### src/rtl/bcd_updown_counter.sv
// bcd_updown_counter: multi-digit BCD up/down counter with wrap limit, sync load and 7-seg scan driver
// Ports: clk, reset (async active-high); enable, up_down, load, load_val (packed BCD) in;
//        count_out (packed BCD), carry (wrap pulse), zero, seg7_sel, seg7_out (abcdefg),
//        dpt_out (0), led_com (1) out.
// Optional feature: define LEADING_ZERO_BLANK_EN to blank leading zero digits above digit 0.
module bcd_updown_counter #(
    parameter int DIGITS = 3,
    parameter logic [4*DIGITS-1:0] LIMIT = 12'h321,
    parameter int TICK_DIV = 21,
    parameter int SCAN_DIV = 17
) (
    input  logic                  clk,
    input  logic                  reset,
    input  logic                  enable,
    input  logic                  up_down,
    input  logic                  load,
    input  logic [4*DIGITS-1:0]   load_val,
    output logic [4*DIGITS-1:0]   count_out,
    output logic                  carry,
    output logic                  zero,
    output logic [2:0]            seg7_sel,
    output logic [6:0]            seg7_out,
    output logic                  dpt_out,
    output logic                  led_com
);
    localparam int W = 4*DIGITS;
    logic [TICK_DIV-1:0] r_tick;
    logic [SCAN_DIV-1:0] r_scan;
    logic [W-1:0]        r_count;
    logic                r_carry;
    logic [2:0]          r_sel;
    logic                w_tick_stb, w_scan_stb, w_at_limit, w_at_zero, w_load_bad, w_blank;
    logic [W-1:0]        w_inc, w_dec;
    logic [3:0]          w_digit;
    assign w_tick_stb = &r_tick;
    assign w_scan_stb = &r_scan;
    assign w_at_limit = r_count == LIMIT;
    assign w_at_zero  = r_count == '0;
    // Ripple BCD increment/decrement; with valid digits a binary compare equals the BCD compare.
    always_comb begin
        logic c, b;
        c = 1'b1;
        b = 1'b1;
        w_inc = r_count;
        w_dec = r_count;
        w_load_bad = load_val > LIMIT;
        for (int i = 0; i < DIGITS; i++) begin
            if (c) begin
                w_inc[4*i +: 4] = (r_count[4*i +: 4] == 4'd9) ? 4'd0 : r_count[4*i +: 4] + 4'd1;
                c = r_count[4*i +: 4] == 4'd9;
            end
            if (b) begin
                w_dec[4*i +: 4] = (r_count[4*i +: 4] == 4'd0) ? 4'd9 : r_count[4*i +: 4] - 4'd1;
                b = r_count[4*i +: 4] == 4'd0;
            end
            w_load_bad = w_load_bad | (load_val[4*i +: 4] > 4'd9);
        end
    end
    always_ff @(posedge clk or posedge reset) begin
        if (reset) begin
            r_tick  <= '0;
            r_scan  <= '0;
            r_count <= '0;
            r_carry <= 1'b0;
            r_sel   <= 3'd5;
        end else begin
            r_tick  <= r_tick + TICK_DIV'(1);
            r_scan  <= r_scan + SCAN_DIV'(1);
            r_carry <= 1'b0;
            if (load)
                r_count <= w_load_bad ? LIMIT : load_val;
            else if (w_tick_stb && enable) begin
                if (up_down) begin
                    r_count <= w_at_limit ? '0 : w_inc;
                    r_carry <= w_at_limit;
                end else begin
                    r_count <= w_at_zero ? LIMIT : w_dec;
                    r_carry <= w_at_zero;
                end
            end
            if (w_scan_stb)
                r_sel <= (r_sel == 3'(6 - DIGITS)) ? 3'd5 : r_sel - 3'd1;
        end
    end
    // Position 5 shows digit 0, position 4 digit 1, and so on.
    always_comb begin
`ifdef LEADING_ZERO_BLANK_EN
        logic hz;
        hz = 1'b1;
`endif
        w_digit = 4'hF;
        w_blank = 1'b0;
        for (int i = 0; i < DIGITS; i++)
            if (3'(5 - i) == r_sel) w_digit = r_count[4*i +: 4];
`ifdef LEADING_ZERO_BLANK_EN
        // Walk down from the top digit: a digit blanks while it and everything above it is zero.
        for (int i = DIGITS - 1; i > 0; i--) begin
            hz = hz && (r_count[4*i +: 4] == 4'd0);
            if (3'(5 - i) == r_sel) w_blank = hz;
        end
`endif
    end
    always_comb begin
        case (w_blank ? 4'hF : w_digit)
            4'd0:    seg7_out = 7'b1111110;
            4'd1:    seg7_out = 7'b0110000;
            4'd2:    seg7_out = 7'b1101101;
            4'd3:    seg7_out = 7'b1111001;
            4'd4:    seg7_out = 7'b0110011;
            4'd5:    seg7_out = 7'b1011011;
            4'd6:    seg7_out = 7'b1011111;
            4'd7:    seg7_out = 7'b1110000;
            4'd8:    seg7_out = 7'b1111111;
            4'd9:    seg7_out = 7'b1111011;
            default: seg7_out = 7'b0000000;
        endcase
    end
    assign count_out = r_count;
    assign carry     = r_carry;
    assign zero      = w_at_zero;
    assign seg7_sel  = r_sel;
    assign dpt_out   = 1'b0;
    assign led_com   = 1'b1;
endmodule

### config.mk
export PLATFORM = sky130hd
export DESIGN_NAME = bcd_updown_counter
export DESIGN_NICKNAME = d
export VERILOG_FILES = /design/src/rtl/bcd_updown_counter.sv
export SDC_FILE = /design/constraint.sdc
export NUM_CORES = 1
export LEC_CHECK = 0
export ABC_AREA = 1
export BUFFER_PORTS_ARGS = -buffer_cell sky130_fd_sc_hd__buf_2
export CAP_MARGIN = 5
export CELL_PAD_IN_SITES_DETAIL_PLACEMENT = 1
export CELL_PAD_IN_SITES_GLOBAL_PLACEMENT = 2
export CORE_MARGIN = 2
export CORE_UTILIZATION = 32
export DETAILED_ROUTE_END_ITERATION = 8
export HOLD_SLACK_MARGIN = 0.03
export PLACE_DENSITY_LB_ADDON = 0.1
export SYNTH_ARGS = -nofsm -noshare
export SYNTH_HDL_FRONTEND = slang
export SYNTH_SLANG_ARGS = --single-unit
### constraint.sdc
create_clock -name clk -period 6.2 [get_ports clk]
set_clock_uncertainty 0.2 [all_clocks]
set_input_delay 1.24 -clock clk [delete_from_list [all_inputs] [get_ports clk]]
set_output_delay 1.24 -clock clk [all_outputs]
set_load 0.02 [all_outputs]
==> summary.md <==
| Metric | Value |
|---|---|
| Outcome | `completed` |
| Die Span Y | `109 um` |
| Logic pwr share | `26.0%` |
| H-tree depth | `2` |
| Routed vias | `3,114` |
| Die Span X | `109 um` |
| DRT iter0 DRCs | `109` |
| Most frequent cells in the layout | `nand2_1 (137), inv_1 (58), dfrtp_1 (52), nand3_1 (43), buf_2 (40)` |
| FF-to-FF setup slack | `3900 ps` |
| Clock sink total | `54` |
| Initial core utilization | `32.7%` |
| Critical setup path kind | `register to output pin` |
| WP data arrival | `2510 ps` |
| Avg WL per Cell | `14.0 um` |
| I/O pin count | `43` |
| Critical path launch point type | `register` |
| Clk pwr share | `26.4%` |
| Peak VDD IR | `0.0856 mV` |
| Die Area | `11,900 sq um` |
| Mapped Cells | `476` |
| Worst-Skew Late Latency | `320 ps` |
| Seq pwr share | `47.6%` |
| Seq/Total Area, Yosys | `38.4%` |
| Clock period minus worst slack | `3950 ps` |
| Fin. max-slew vios | `0` |
| Clock Tree Buf Depth | `2` |
| Total Wirelength | `9210 um` |
| Top cell type's share of synthesized area | `36.9%` |
| EDFF count, synth | `0` |
| HP Class | `register to register` |
| Xor and xnor area share after synthesis | `7.95%` |
| DRC viols | `0` |
| Synth Area in Compound Gates | `5.75%` |
| Core ar. | `10,800 sq um` |
| Ant. Diodes | `0` |
| Worst slack, placed | `2580 ps` |
| Post-Synth Adder-Cell Area | `5.32%` |
| Global-route wire length before repair | `15,700 um` |
| F_max | `253 MHz` |
| HPWL after DPL | `7040 um` |
| Area leader, netlist | `dfrtp_1` |
| Routed vias/inst | `4.74` |
| Mapped Area | `3520 sq um` |
| R2r worst-path depth | `11` |
| Root buf cell | `clkbuf_8` |
| Fin crit share | `63.8%` |
| Post-synthesis register bit count | `54` |
| Critical path peak fanout | `7` |
| Final hold vios | `0` |
| Int Power | `521 uW` |
| Row cnt | `38` |
| Final total negative setup slack | `0 ps` |
| Final estimated routing congestion in global placement | `0.756` |
| Global-route usage over all layers | `16.7%` |
| Switching share of power | `37.2%` |
| Syn_nets | `508` |
| Leakage | `2.19 nW` |
| Post-CTS resize count | `0` |
| Clock transition at path regs | `100 ps` |
| Hold Buf Count CTS | `0` |
| Worst slew pin tran | `718 ps` |
| Req. time, crit path | `4760 ps` |
| Commonest non-fill, non-tap cell in the layout | `nand2_1` |
| CTS tree | `yes` |
| P_sw | `309 uW` |
| Initial antenna violation count | `0` |
| Num CTS Buffers | `5` |
| Inst Count DP | `649` |
| ANT nets after route | `0` |
| Synth cell types | `34` |
| Synth-to-Final Area Change | `12.5%` |
| Slew Limit Headroom | `52.1%` |
| Post-synthesis mux area share | `0%` |
| Yosys warning total | `0` |
| Simple logic cell fraction of the synthesized area | `34.3%` |
| Fin worst setup slack | `2250 ps` |
| Syn_area_per_cell | `7.40 sq um` |
| Synth top area cells | `dfrtp_1 (37%), nand2_1 (15%), inv_1 (6.3%), nand3_1 (6.1%), xor2_1 (5.7%)` |
| HP Start | `r_scan[15]$_DFF_PP0_` |
| WHS Endpoint | `r_scan[15]$_DFF_PP0_` |
| DR pass1 iterations | `4` |
| Largest family of logic cells by synthesized area | `simple AND/OR/NAND/NOR gates` |
| Crit. End Element | `output pin` |
| Finished Layout Cells | `657` |
| Fin nets | `548` |
| Util after Layout | `36.7%` |
| Layout cells sized above 1 | `15.1%` |
| GR Overflow Total | `0` |
| Crit Reg-Reg Endpoint | `seg7_sel[1]$_DFFE_PP0P_` |
| Dominant synthesized flop cell | `dfrtp_1` |
| Pwr dens | `209 nW/um^2` |
| Fraction of registers with async set/reset | `100%` |
| Setup Buffers After CTS | `0` |
| Largest net degree at the start of global routing | `55` |
| Max-Cap Viols | `0` |
| RSZ-0062 raised after global routing | `no` |
| Worst reg2reg startpoint | `r_scan[0]$_DFF_PP0_` |
| Vias in the first global route | `3,268` |
| Number of port buffers | `40` |
| Final setup vio count | `0` |
| Cell depth of the worst min-delay path | `1` |
==> cell families (layout without fill, tap and decap cells) <==
| kind of cell | after synthesis | in the layout |
|---|---|---|
| buf+inv | 72 | 113 |
| flops | 54 | 54 |
| fa+ha+maj | 15 | 15 |
| compound gates | 37 | 37 |
| simple gates | 264 | 264 |
| other cells | 2 | 2 |
| xor+xnor | 32 | 32 |
==> critical path: stages (launching register included) <==
cell and delay, ps:
dfstp_2 560, nand3_1 190, o21ai_0 510, inv_1 200, ha_1 310, inv_1 50
nand2_1 70, nand2_1 60, nand2_1 50, nand2_1 50, buf_2 160
==> worst max-delay path by stage <==
stage / startpoint / end / slack, ps / cells past startpoint
floorplan: seg7_sel[0]$_DFFE_PP1P_ / seg7_out[3] / 2800 / 9
global placement: seg7_sel[0]$_DFFE_PP1P_ / seg7_out[3] / 2690 / 10
detailed placement: seg7_sel[0]$_DFFE_PP1P_ / seg7_out[3] / 2580 / 10
CTS: seg7_sel[0]$_DFFE_PP1P_ / seg7_out[3] / 2200 / 10
global route: seg7_sel[0]$_DFFE_PP1P_ / seg7_out[3] / 1950 / 10
finish: seg7_sel[0]$_DFFE_PP1P_ / seg7_out[3] / 2250 / 10
==> routing by layer <==
metal / routed length, um / global-route usage (%) / share of wire (%) / vias up
li1: - / - / - / 1584
met1: 4240 / 21.6 / 46 / 1489
met2: 4650 / 29.3 / 50 / 35
met3: 213 / 2.21 / 2.3 / 6
met4: 104 / 3.94 / 1.1 / 0
met5: 0 / 0 / 0 / -
==> cells in the mapped netlist, drive strengths merged, types with 9 or more instances <==
cell type and count:
dfrtp 52, xnor2 9, inv 64, o21ai 20
a21oi 10, nand2 142, ha 15, nand4 15
nor2 47, nand3 47, nor3 9, xor2 23
==> metrics by stage <==
step / instance area, sq um / hold slack, ps / total power, mW
3_5_place_dp: 3870 / 262 / 0.621
4_1_cts: 3970 / 282 / 0.850
3_3_place_gp: 3870 / 240 / 0.619
5_1_grt: 3970 / 302 / 0.890
2_1_floorplan: 3520 / 225 / 0.549
6_report: 3970 / 278 / 0.829
==> registers in the layout, summed over array words and instances (netlist names) <==
name	count
r_scan	17
seg7_sel	3
count_out	12
carry	1
r_tick	21
==> layout make-up <==
type / instances / area, sq um
Tap cell: 140 / 175
Multi-Input combinational cell: 350 / 1890
Fill cell: 1345 / 6830
Sequential cell: 54 / 1350
Clock buffer: 5 / 68.8
Clock inverter: 3 / 28.8
Inverter: 64 / 243
Timing Repair Buffer: 41 / 208
==> power groups by stage <==
stage          registers [mW]  clock network, mW  logic (mW)
6_report                0.395              0.219       0.216
4_1_cts                 0.396              0.235       0.219
3_5_place_dp            0.402                  0       0.219
2_1_floorplan           0.411                  0       0.138
3_3_place_gp            0.401                  0       0.218
5_1_grt                 0.399              0.244       0.247
Note: power is estimated with default switching activity, not from simulation.
